## config.mk

```make
export PLATFORM = sky130hd
export DESIGN_NAME = load_store_unit_flat
export DESIGN_NICKNAME = d
export VERILOG_FILES = /design/src/rtl/lsu_pkg.sv /design/src/rtl/lsu_if.sv /design/src/rtl/lsu_align.sv /design/src/rtl/load_store_unit.sv /design/src/flat_wrapper.sv
export SDC_FILE = /design/constraint.sdc
export NUM_CORES = 1
export LEC_CHECK = 0
export BUFFER_PORTS_ARGS = -buffer_cell sky130_fd_sc_hd__clkbuf_2
export CAP_MARGIN = 40
export CELL_PAD_IN_SITES_DETAIL_PLACEMENT = 1
export CELL_PAD_IN_SITES_GLOBAL_PLACEMENT = 2
export CORE_MARGIN = 2
export CORE_UTILIZATION = 31
export DETAILED_ROUTE_END_ITERATION = 10
export GPL_ROUTABILITY_DRIVEN = 1
export MAX_ROUTING_LAYER = met4
export PLACE_DENSITY_LB_ADDON = 0.1
export RECOVER_POWER = 100
export SLEW_MARGIN = 30
export SYNTH_ARGS = -nofsm -noshare
export SYNTH_HDL_FRONTEND = slang
export SYNTH_SLANG_ARGS = --single-unit
```

## constraint.sdc

```tcl
create_clock -name clk -period 3.45 [get_ports clk]
set_input_delay 0.345 -clock clk [delete_from_list [all_inputs] [get_ports clk]]
set_output_delay 0.345 -clock clk [all_outputs]
set_load 0.005 [all_outputs]
```

## src/rtl/lsu_pkg.sv

```systemverilog
// Shared definitions for the load/store unit: access size codes, request opcode
// bit positions, FSM state encoding and the alignment rule.
package lsu_pkg;

  localparam logic [1:0] SZ_BYTE = 2'b00;
  localparam logic [1:0] SZ_HALF = 2'b01;
  localparam logic [1:0] SZ_WORD = 2'b10;
  localparam logic [1:0] SZ_ILL  = 2'b11;

  localparam int OP_STORE    = 3;
  localparam int OP_UNSIGNED = 2;

  typedef enum logic {IDLE, WRITE} state_t;

  function automatic logic is_misaligned(input logic [1:0] size, input logic [1:0] lane);
    case (size)
      SZ_BYTE: is_misaligned = 1'b0;
      SZ_HALF: is_misaligned = lane[0];
      SZ_WORD: is_misaligned = |lane;
      default: is_misaligned = 1'b1;
    endcase
  endfunction

endpackage

```

## src/rtl/lsu_if.sv

```systemverilog
// Pipeline request/response and Dmem port bundle of the load/store unit.
interface lsu_if;
  logic        req_valid;
  logic [3:0]  req_op;
  logic [31:0] req_addr;
  logic [31:0] req_wdata;
  logic        stall;
  logic        rsp_valid;
  logic [31:0] rsp_rdata;
  logic        misalign;
  logic [31:0] mem_address;
  logic [31:0] mem_writeData;
  logic        mem_memWrite;
  logic        mem_memRead;
  logic [31:0] mem_readData;

  modport slave (
    input  req_valid, req_op, req_addr, req_wdata, mem_readData,
    output stall, rsp_valid, rsp_rdata, misalign,
           mem_address, mem_writeData, mem_memWrite, mem_memRead
  );

  modport master (
    output req_valid, req_op, req_addr, req_wdata, mem_readData,
    input  stall, rsp_valid, rsp_rdata, misalign,
           mem_address, mem_writeData, mem_memWrite, mem_memRead
  );
endinterface

```

## src/rtl/lsu_align.sv

```systemverilog
// Combinational lane logic: load lane extraction with sign/zero extension and
// store lane merge into the word read from Dmem.
module lsu_align
  import lsu_pkg::*;
(
  input  logic [1:0]  size,
  input  logic        is_unsigned,
  input  logic [1:0]  lane,
  input  logic [31:0] rdata,
  input  logic [31:0] wdata,
  output logic [31:0] ld_data,
  output logic [31:0] st_word
);
  localparam int NUM_LANES = 4;

  logic [NUM_LANES-1:0][7:0] rd_l;
  logic [NUM_LANES-1:0][7:0] st_l;
  logic [7:0]  ld_b;
  logic [15:0] ld_h;

  assign rd_l = rdata;

  always_comb begin
    ld_b    = rd_l[lane];
    ld_h    = lane[1] ? rdata[31:16] : rdata[15:0];
    ld_data = rdata;
    case (size)
      SZ_BYTE: ld_data = {{24{ld_b[7] & ~is_unsigned}}, ld_b};
      SZ_HALF: ld_data = {{16{ld_h[15] & ~is_unsigned}}, ld_h};
      default: ld_data = rdata;
    endcase
  end

  // Each byte lane either keeps the Dmem byte or takes the matching store byte.
  for (genvar k = 0; k < NUM_LANES; k++) begin : g_lane
    localparam logic [1:0] LN = 2'(k);
    logic       sel;
    logic [7:0] src;
    assign sel = (size == SZ_BYTE && lane == LN) || (size == SZ_HALF && lane[1] == LN[1]);
    assign src = (size == SZ_HALF) ? wdata[8*(k%2) +: 8] : wdata[7:0];
    assign st_l[k] = sel ? src : rd_l[k];
  end

  assign st_word = st_l;

endmodule

```

## src/rtl/load_store_unit.sv

```systemverilog
// Memory-stage load/store unit: aligned Dmem accesses, two-cycle read-modify-write
// for sub-word stores, registered extended load response and misalign flag.
module load_store_unit
  import lsu_pkg::*;
(
  input  logic  clk,
  input  logic  rst_n,
  lsu_if.slave  bus
);
  state_t      state, nxt;
  logic [31:0] merge_q, addr_q;
  logic        rsp_valid_q, misalign_q;
  logic [31:0] rsp_rdata_q;

  logic [1:0]  size;
  logic        is_store, is_unsigned, fault;
  logic        go, acc, sub_st;
  logic [31:0] word_addr, ld_data, st_word;

  assign size        = bus.req_op[1:0];
  assign is_store    = bus.req_op[OP_STORE];
  assign is_unsigned = bus.req_op[OP_UNSIGNED];
  assign fault       = is_misaligned(size, bus.req_addr[1:0]);
  assign word_addr   = {bus.req_addr[31:2], 2'b00};

  // Requests are only decoded in IDLE; in WRITE the inputs are the held copy.
  assign go     = (state == IDLE) && bus.req_valid;
  assign acc    = go && !fault;
  assign sub_st = acc && is_store && (size != SZ_WORD);

  lsu_align u_align (
    .size        (size),
    .is_unsigned (is_unsigned),
    .lane        (bus.req_addr[1:0]),
    .rdata       (bus.mem_readData),
    .wdata       (bus.req_wdata),
    .ld_data     (ld_data),
    .st_word     (st_word)
  );

  always_comb begin
    nxt               = state;
    bus.stall         = 1'b0;
    bus.mem_address   = '0;
    bus.mem_writeData = '0;
    bus.mem_memWrite  = 1'b0;
    bus.mem_memRead   = 1'b0;
    case (state)
      IDLE: begin
        if (acc) begin
          bus.mem_address = word_addr;
          if (is_store && size == SZ_WORD) begin
            bus.mem_memWrite  = 1'b1;
            bus.mem_writeData = bus.req_wdata;
          end else begin
            bus.mem_memRead = 1'b1;
          end
          if (sub_st) begin
            bus.stall = 1'b1;
            nxt       = WRITE;
          end
        end
      end
      WRITE: begin
        bus.mem_memWrite  = 1'b1;
        bus.mem_address   = addr_q;
        bus.mem_writeData = merge_q;
        nxt               = IDLE;
      end
      default: nxt = IDLE;
    endcase
  end

  always_ff @(posedge clk or negedge rst_n) begin
    if (!rst_n) begin
      state       <= IDLE;
      merge_q     <= '0;
      addr_q      <= '0;
      rsp_valid_q <= 1'b0;
      rsp_rdata_q <= '0;
      misalign_q  <= 1'b0;
    end else begin
      state <= nxt;
      if (sub_st) begin
        merge_q <= st_word;
        addr_q  <= word_addr;
      end
      rsp_valid_q <= (go && !sub_st) || (state == WRITE);
      misalign_q  <= go && fault;
      rsp_rdata_q <= (acc && !is_store) ? ld_data : '0;
    end
  end

  assign bus.rsp_valid = rsp_valid_q;
  assign bus.rsp_rdata = rsp_rdata_q;
  assign bus.misalign  = misalign_q;

endmodule

```

## src/flat_wrapper.sv

```systemverilog
// flat-port wrapper written by rule: the top's interface ports become plain ports
module load_store_unit_flat import lsu_pkg::*;
  (clk, rst_n, bus_req_valid, bus_req_op, bus_req_addr, bus_req_wdata, bus_mem_readData, bus_stall, bus_rsp_valid, bus_rsp_rdata, bus_misalign, bus_mem_address, bus_mem_writeData, bus_mem_memWrite, bus_mem_memRead);
  lsu_if bus_i ();
  input  logic clk;
  input  logic rst_n;
  input wire logic [$bits(bus_i.req_valid)-1:0] bus_req_valid;
  input wire logic [$bits(bus_i.req_op)-1:0] bus_req_op;
  input wire logic [$bits(bus_i.req_addr)-1:0] bus_req_addr;
  input wire logic [$bits(bus_i.req_wdata)-1:0] bus_req_wdata;
  input wire logic [$bits(bus_i.mem_readData)-1:0] bus_mem_readData;
  output wire logic [$bits(bus_i.stall)-1:0] bus_stall;
  output wire logic [$bits(bus_i.rsp_valid)-1:0] bus_rsp_valid;
  output wire logic [$bits(bus_i.rsp_rdata)-1:0] bus_rsp_rdata;
  output wire logic [$bits(bus_i.misalign)-1:0] bus_misalign;
  output wire logic [$bits(bus_i.mem_address)-1:0] bus_mem_address;
  output wire logic [$bits(bus_i.mem_writeData)-1:0] bus_mem_writeData;
  output wire logic [$bits(bus_i.mem_memWrite)-1:0] bus_mem_memWrite;
  output wire logic [$bits(bus_i.mem_memRead)-1:0] bus_mem_memRead;
  assign bus_i.req_valid = bus_req_valid;
  assign bus_i.req_op = bus_req_op;
  assign bus_i.req_addr = bus_req_addr;
  assign bus_i.req_wdata = bus_req_wdata;
  assign bus_i.mem_readData = bus_mem_readData;
  assign bus_stall = bus_i.stall;
  assign bus_rsp_valid = bus_i.rsp_valid;
  assign bus_rsp_rdata = bus_i.rsp_rdata;
  assign bus_misalign = bus_i.misalign;
  assign bus_mem_address = bus_i.mem_address;
  assign bus_mem_writeData = bus_i.mem_writeData;
  assign bus_mem_memWrite = bus_i.mem_memWrite;
  assign bus_mem_memRead = bus_i.mem_memRead;
  load_store_unit u_core (.clk(clk), .rst_n(rst_n), .bus(bus_i));
endmodule
```

==> results of run 1 <==
area by class of cell:
| type | count | share of cell area [%] |
|---|---|---|
| clock buffer | 9 | 3.46 |
| clock inverter | 5 | 1.27 |
| inverter | 3 | 0.173 |
| multi-input combinational | 375 | 37.3 |
| sequential | 97 | 37.3 |
| tap | 216 | 4.15 |
| timing repair buffer | 212 | 16.4 |
worst reg2reg max path, cell delays in order, from the launching register on:
cell and delay, ns:
dfrtp_2 0.41, and2b_1 0.26, nand4b_1 0.42, o21bai_1 0.59, nor2_1 0.23
per-stage QoR:
| step | instance area (um^2) | cells | util [%] | hold WS, ns |
|---|---|---|---|---|
| 3_3_place_gp | 6250 | 900 | 39.1 | 0.462 |
| 6_report | 6520 | 917 | 40.7 | 0.243 |
| 3_5_place_dp | 6280 | 901 | 39.2 | 0.460 |
| 4_1_cts | 6590 | 915 | 41.2 | 0.0850 |
| 5_1_grt | 6520 | 917 | 40.7 | 0.239 |
| 2_1_floorplan | 5130 | 517 | - | 0.0494 |
power by group:
| part | total [uW] | switching, uW | internal [uW] | leakage (uW) |
|---|---|---|---|---|
| logic | 517 | 278 | 239 | 0.00185 |
| clock network | 1070 | 442 | 627 | 0.000140 |
| registers | 1390 | 87.9 | 1300 | 0.00124 |
flip-flops by register name, indices dropped and copies added, names as in the netlist:
| name | flops |
|---|---|
| u_core.bus.rsp_rdata | 32 |
| u_core.merge_q | 32 |
| u_core.addr_q | 30 |
| u_core.bus.misalign | 1 |
| u_core.bus.rsp_valid | 1 |
| u_core.state | 1 |
worst paths after layout:
path / from / endpoint / slack, ns / cells past startpoint
setup / recovery: bus_req_op[0] / bus_mem_writeData[0] / 0.70 / 7
hold / removal: bus_req_addr[6] / u_core.addr_q[6]$_DFFE_PN0P_ / 0.24 / 2
setup reg to reg: u_core.state$_DFF_PN0_ / u_core.bus.rsp_rdata[29]$_DFF_PN0_ / 1.47 / 4
hold reg to reg: u_core.merge_q[6]$_DFFE_PN0P_ / u_core.merge_q[6]$_DFFE_PN0P_ / 0.48 / 2
max in group asynchronous: rst_n / u_core.addr_q[20]$_DFFE_PN0P_ / 1.34 / 4
min in group asynchronous: rst_n / u_core.bus.rsp_rdata[29]$_DFF_PN0_ / 0.86 / 2
cells by family after synthesis:
logic type | Yosys count | share of synthesized area, %
multiplexers | 79 | 16.4
buffers and inverters | 45 | 4.35
AND/OR/NAND/NOR | 142 | 12.6
other | 1 | 0.0732
flip-flops | 97 | 47.4
AO/OA/AOI/OAI | 152 | 19.2
repair_timing:
action	in CTS	in global routing
buffers inserted	0	0
hold buffers	0	1
gates resized for setup	0	0
endpoints found under the hold margin	0	23
placed cells by master, fill, tap and decap left out, types with 7 or more instances in the layout:
cell,n
mux2i_1,40
mux2_2,33
a22o_1,42
clkbuf_2,164
nor2_1,22
a21oi_1,25
dfrtp_1,96
clkbuf_1,39
a22oi_1,7
clkbuf_16,9
nand2_1,98
o21ai_0,57
routing by layer:
metal  global-route usage [%]  vias up
li1                         -     2196
met5                        -        -
met2                     32.4      129
met4                     6.87        0
met1                     27.4     2195
met3                     2.30       20
==> flow_metrics.tcl, run 1 <==
set metrics [dict create \
    grt.total_usage_pct 20.4 \
    synth_edf_count 0 \
    top_layer_used "met4" \
    routed_via_density 4.95 \
    violations "capacitance limit, slew limit" \
    hp-class "in2reg" \
    place_ws_ns 1.19 \
    antenna_found_initial 0 \
    ys_types 41 \
    finalSetupTns_ns 0 \
    max_stage_delay_ns 0.55 \
    grt_pass1_vias 4710 \
    cp-end-kind "output port" \
    layout.nets 801 \
    cap_violations 1 \
    synth_seq_area_share_pct 47.4 \
    outcome "complete, but fails checks" \
    setup_viol 0 \
    cp-start-kind "input port" \
    cts-buffers-inserted 9 \
    syn_inst 516 \
    synth_top_area_share_pct 47.4 \
    wl_met1_um 8250 \
    drc_errors 0 \
    p_leak_uw 0.00322 \
    first_pass_iters 4 \
    syn_area_per_cell_um2 9.93 \
    antenna_cells 0 \
    io_buffers 201 \
    crit_chain "clkbuf_1, nand3b_1, nor4b_1, clkbuf_2, nand2_1, o21ai_0, clkbuf_1" \
    drt-total-wl_um 17400 \
    die_h_um 133 \
    critical-path-top-delay-family "buffers and inverters" \
    std_cell_rows 46 \
    slew_headroom_pct -19.1 \
    wire_per_inst_um 19.0 \
    synth_commonest_cells "nand2_1 (98), dfrtp_1 (97), a22o_1 (42)" \
    synth_area_um2 5120 \
    n_fill_cell 1968 \
    dp_hpwl_um 13300 \
    multi_input_area_um2 2430 \
    netlist.top_cell.by_area "dfrtp_1" \
    synth_flop_cell "dfrtp_1" \
    path_clk_slew_ns 0.07 \
    die_w_um 133 \
    cts_root_buf "clkbuf_16" \
    synth.most_common_cell "nand2_1" \
    max_freq_mhz 364 \
    drive_gt1_share_pct 32.2 \
    hold_viol 0 \
    grt_setup_unrepaired "false" \
    core_um2 16000 \
    worstPathRequired_ns 3.11 \
    netlist_top_cells_area "dfrtp_1 (47%), mux2_2 (8.6%), mux2i_1 (7.8%), a22o_1 (7.2%), nand2_1 (7.2%)" \
    syn_to_final_growth_pct 27.2 \
    clk_path_buf_depth 2 \
    clock_skew_ns 0.00549 \
    grt-ovfl-total 0 \
    wl_met2_um 8160 \
    timing.critical_path.buf_inv 3 \
    grt_max_degree 83 \
    gp_congestion 0.797 \
    die_area_um2 17600 \
    ys_ff_latch 97 \
    start_util_pct 32.0 \
    arrival_ns 2.41 \
    timing.final.crit_period_ns 2.75 \
    power_density_nw_per_um2 456 \
    cp_slowest_cell "clkbuf_2" \
    via_count 4540 \
    drtIter0Drc 200 \
    crit_type "in2out" \
    dr_wl_met3_um 657 \
    cts_num_sinks 97 \
    setup_ws_ns 0.699 \
    async_flop_share_pct 100 \
    worst_slew_pin_slew_ns 1.77 \
    critical_path.max_fanout 28 \
    fin_crit_sh_pct 79.7 \
    antenna_left 0 \
    clock_latency_ns 0.35 \
    ys_warn_count 0 \
    htree_levels 3 \
    power_uw 2970 \
    slew_violations 9 \
    regArea_um2 2430 \
    ir_drop_v 0.000215 \
    crit_top_cell "clkbuf_1" \
    cts_tree "done" \
    grt_pass1_wl_um 27000 \
    pin_count 204 \
]
No activity file was read; power rests on OpenSTA's default activity.
==> run 2, diff against run 1 <==
Settings changed: CORE_UTILIZATION 31 to 26.
Clock period 3.45 ns to 2.35 ns, I/O delays scaled along.
==> run 2 against run 1 <==
Compared with the run above: largest power group unchanged; non-clock buffer count is 7 higher; worst setup slack worse by 0.50 ns; largest cell class is now multi-input gates; critical path type is now reg2out; wire length is 7.7% higher; the run now ends clean; combinational power grew 50%; sequential cell count stayed put; core utilization down 6.6 points.
==> flow_metrics.tcl, run 2 (synthesized netlist as in run 1, its figures left out) <==
set metrics [dict create \
    crit_start "u_core.state$_DFF_PN0_" \
    final_cell_mix "clkbuf_2 (142), nand2_1 (98), dfrtp_1 (96), clkbuf_1 (66), o21ai_0 (56)" \
    timing.final.crit_period_ns 2.15 \
    clock_skew_ns 0.0121 \
    syn_to_final_growth_pct 29.1 \
    antenna_left 0 \
    first_pass_iters 4 \
    p_leak_uw 0.00319 \
    path_clk_slew_ns 0.07 \
    antenna_cells 0 \
    worst_slew_pin_slew_ns 1.01 \
    ir_drop_v 0.000335 \
    layout.nets 808 \
    clock_latency_ns 0.35 \
    clk_path_buf_depth 2 \
    power_density_nw_per_um2 655 \
    rrSetupSlack_ns 0.39 \
    grt_setup_unrepaired "false" \
    crit_type "reg2out" \
    grt_pass1_vias 4855 \
    drive_gt1_share_pct 30.0 \
    routed_via_density 4.73 \
    die_w_um 144 \
    outcome "complete, no violations" \
    multi_input_area_um2 2470 \
    layout.cells.most_common "clkbuf_2" \
    max_freq_mhz 465 \
    cp-end-kind "output port" \
    wire_per_inst_um 19.3 \
    r2r_start "u_core.state$_DFF_PN0_" \
    critical_path.max_fanout 31 \
    slew_violations 0 \
    final-instance-count-excl-fill 975 \
    worstPathRequired_ns 2.12 \
    drc_errors 0 \
    drt-total-wl_um 18800 \
    setup_viol 0 \
    grt_pass1_wl_um 27900 \
    grt.total_usage_pct 18.5 \
    slew_headroom_pct 32.8 \
    start_util_pct 26.4 \
    die_h_um 144 \
    cts_num_sinks 97 \
    dp_hpwl_um 14600 \
    io_buffers 201 \
    grt_max_degree 66 \
    n_fill_cell 2316 \
    finalSetupTns_ns 0 \
    hold_start "bus_req_addr[22]" \
    die_area_um2 20800 \
    utilization_pct 34.1 \
    cp-start-kind "flop" \
    htree_levels 3 \
    dp_cells 958 \
    cap_violations 0 \
    hold_viol 0 \
    reg2reg_depth 4 \
    place_ws_ns 0.344 \
    arrival_ns 1.92 \
    cts_root_buf "clkbuf_16" \
    cts-buffers-inserted 9 \
    via_count 4612 \
    hp-class "in2reg" \
    drtIter0Drc 197 \
    regArea_um2 2430 \
    min_delay_path_depth 2 \
    cts_tree "done" \
    grt-ovfl-total 0 \
    antenna_found_initial 0 \
    pin_count 204 \
    setup_ws_ns 0.198 \
    core_um2 19400 \
    fin_crit_sh_pct 91.6 \
    gp_congestion 0.830 \
    std_cell_rows 51 \
]
[run 2: changes by cell type in the layout (fill, tap and decap cells not counted), moves of 2 or more]
| cell | change |
|---|---|
| clkinv_2 | +2 |
| clkbuf_1 | +27 |
| mux2_1 | -2 |
| mux2_2 | +2 |
| clkbuf_2 | -22 |
[run 2: area by class of cell]
cell class	count	share of cell area, %
clock buffer	11	3.67
tap	265	5.02
clock inverter	5	0.833
multi-input combinational	375	37.3
inverter	3	0.170
timing repair buffer	219	16.3
sequential	97	36.7
[run 2: worst max-delay path: stages, from the launching register on]
cell      delay, ns
dfrtp_2        0.40
and2b_1        0.25
and3_1         0.20
clkbuf_4       0.38
and2_1         0.22
clkbuf_2       0.12
[run 2: power by group]
group          internal (uW)  switching [uW]
Combinational            352             425
Clock                    852             659
Sequential              1900             138
Total                   3110            1220
[run 2: stage by stage]
stage | hold slack [ns] | area [um^2] | total power, uW
6_report | 0.134 | 6610 | 4330
5_1_grt | 0.125 | 6610 | 4570
4_1_cts | 0.122 | 6720 | 4410
3_5_place_dp | 0.0605 | 6410 | 2890
3_3_place_gp | 0.0579 | 6410 | 2850
2_1_floorplan | -0.0606 | 5130 | 2470
[run 2: final timing paths]
kind,to
worst max register to register,u_core.addr_q[10]$_DFFE_PN0P_
worst min register to register,u_core.merge_q[26]$_DFFE_PN0P_
worst min-delay path,u_core.addr_q[22]$_DFFE_PN0P_
min in group asynchronous,u_core.bus.rsp_rdata[13]$_DFF_PN0_
worst max-delay path,bus_mem_memRead
max in group asynchronous,u_core.addr_q[12]$_DFFE_PN0P_
[run 2: repair_timing]
| action | 4_1_cts | 5_1_grt |
|---|---|---|
| buffers inserted | 0 | 0 |
| endpoints found under the hold margin | 57 | 0 |
| hold buffers | 1 | 0 |
| endpoints found under the setup margin | 0 | 21 |
| gates resized for setup | 0 | 2 |
[run 2: per-layer routing]
layer  track usage, %  up-vias  part of all wire (%)
met5                -        -                     0
met4             5.11        0                   1.3
met3             3.21       18                   5.5
met2             29.5      140                    48
met1             24.3     2250                    45
li1                 -     2204                     -
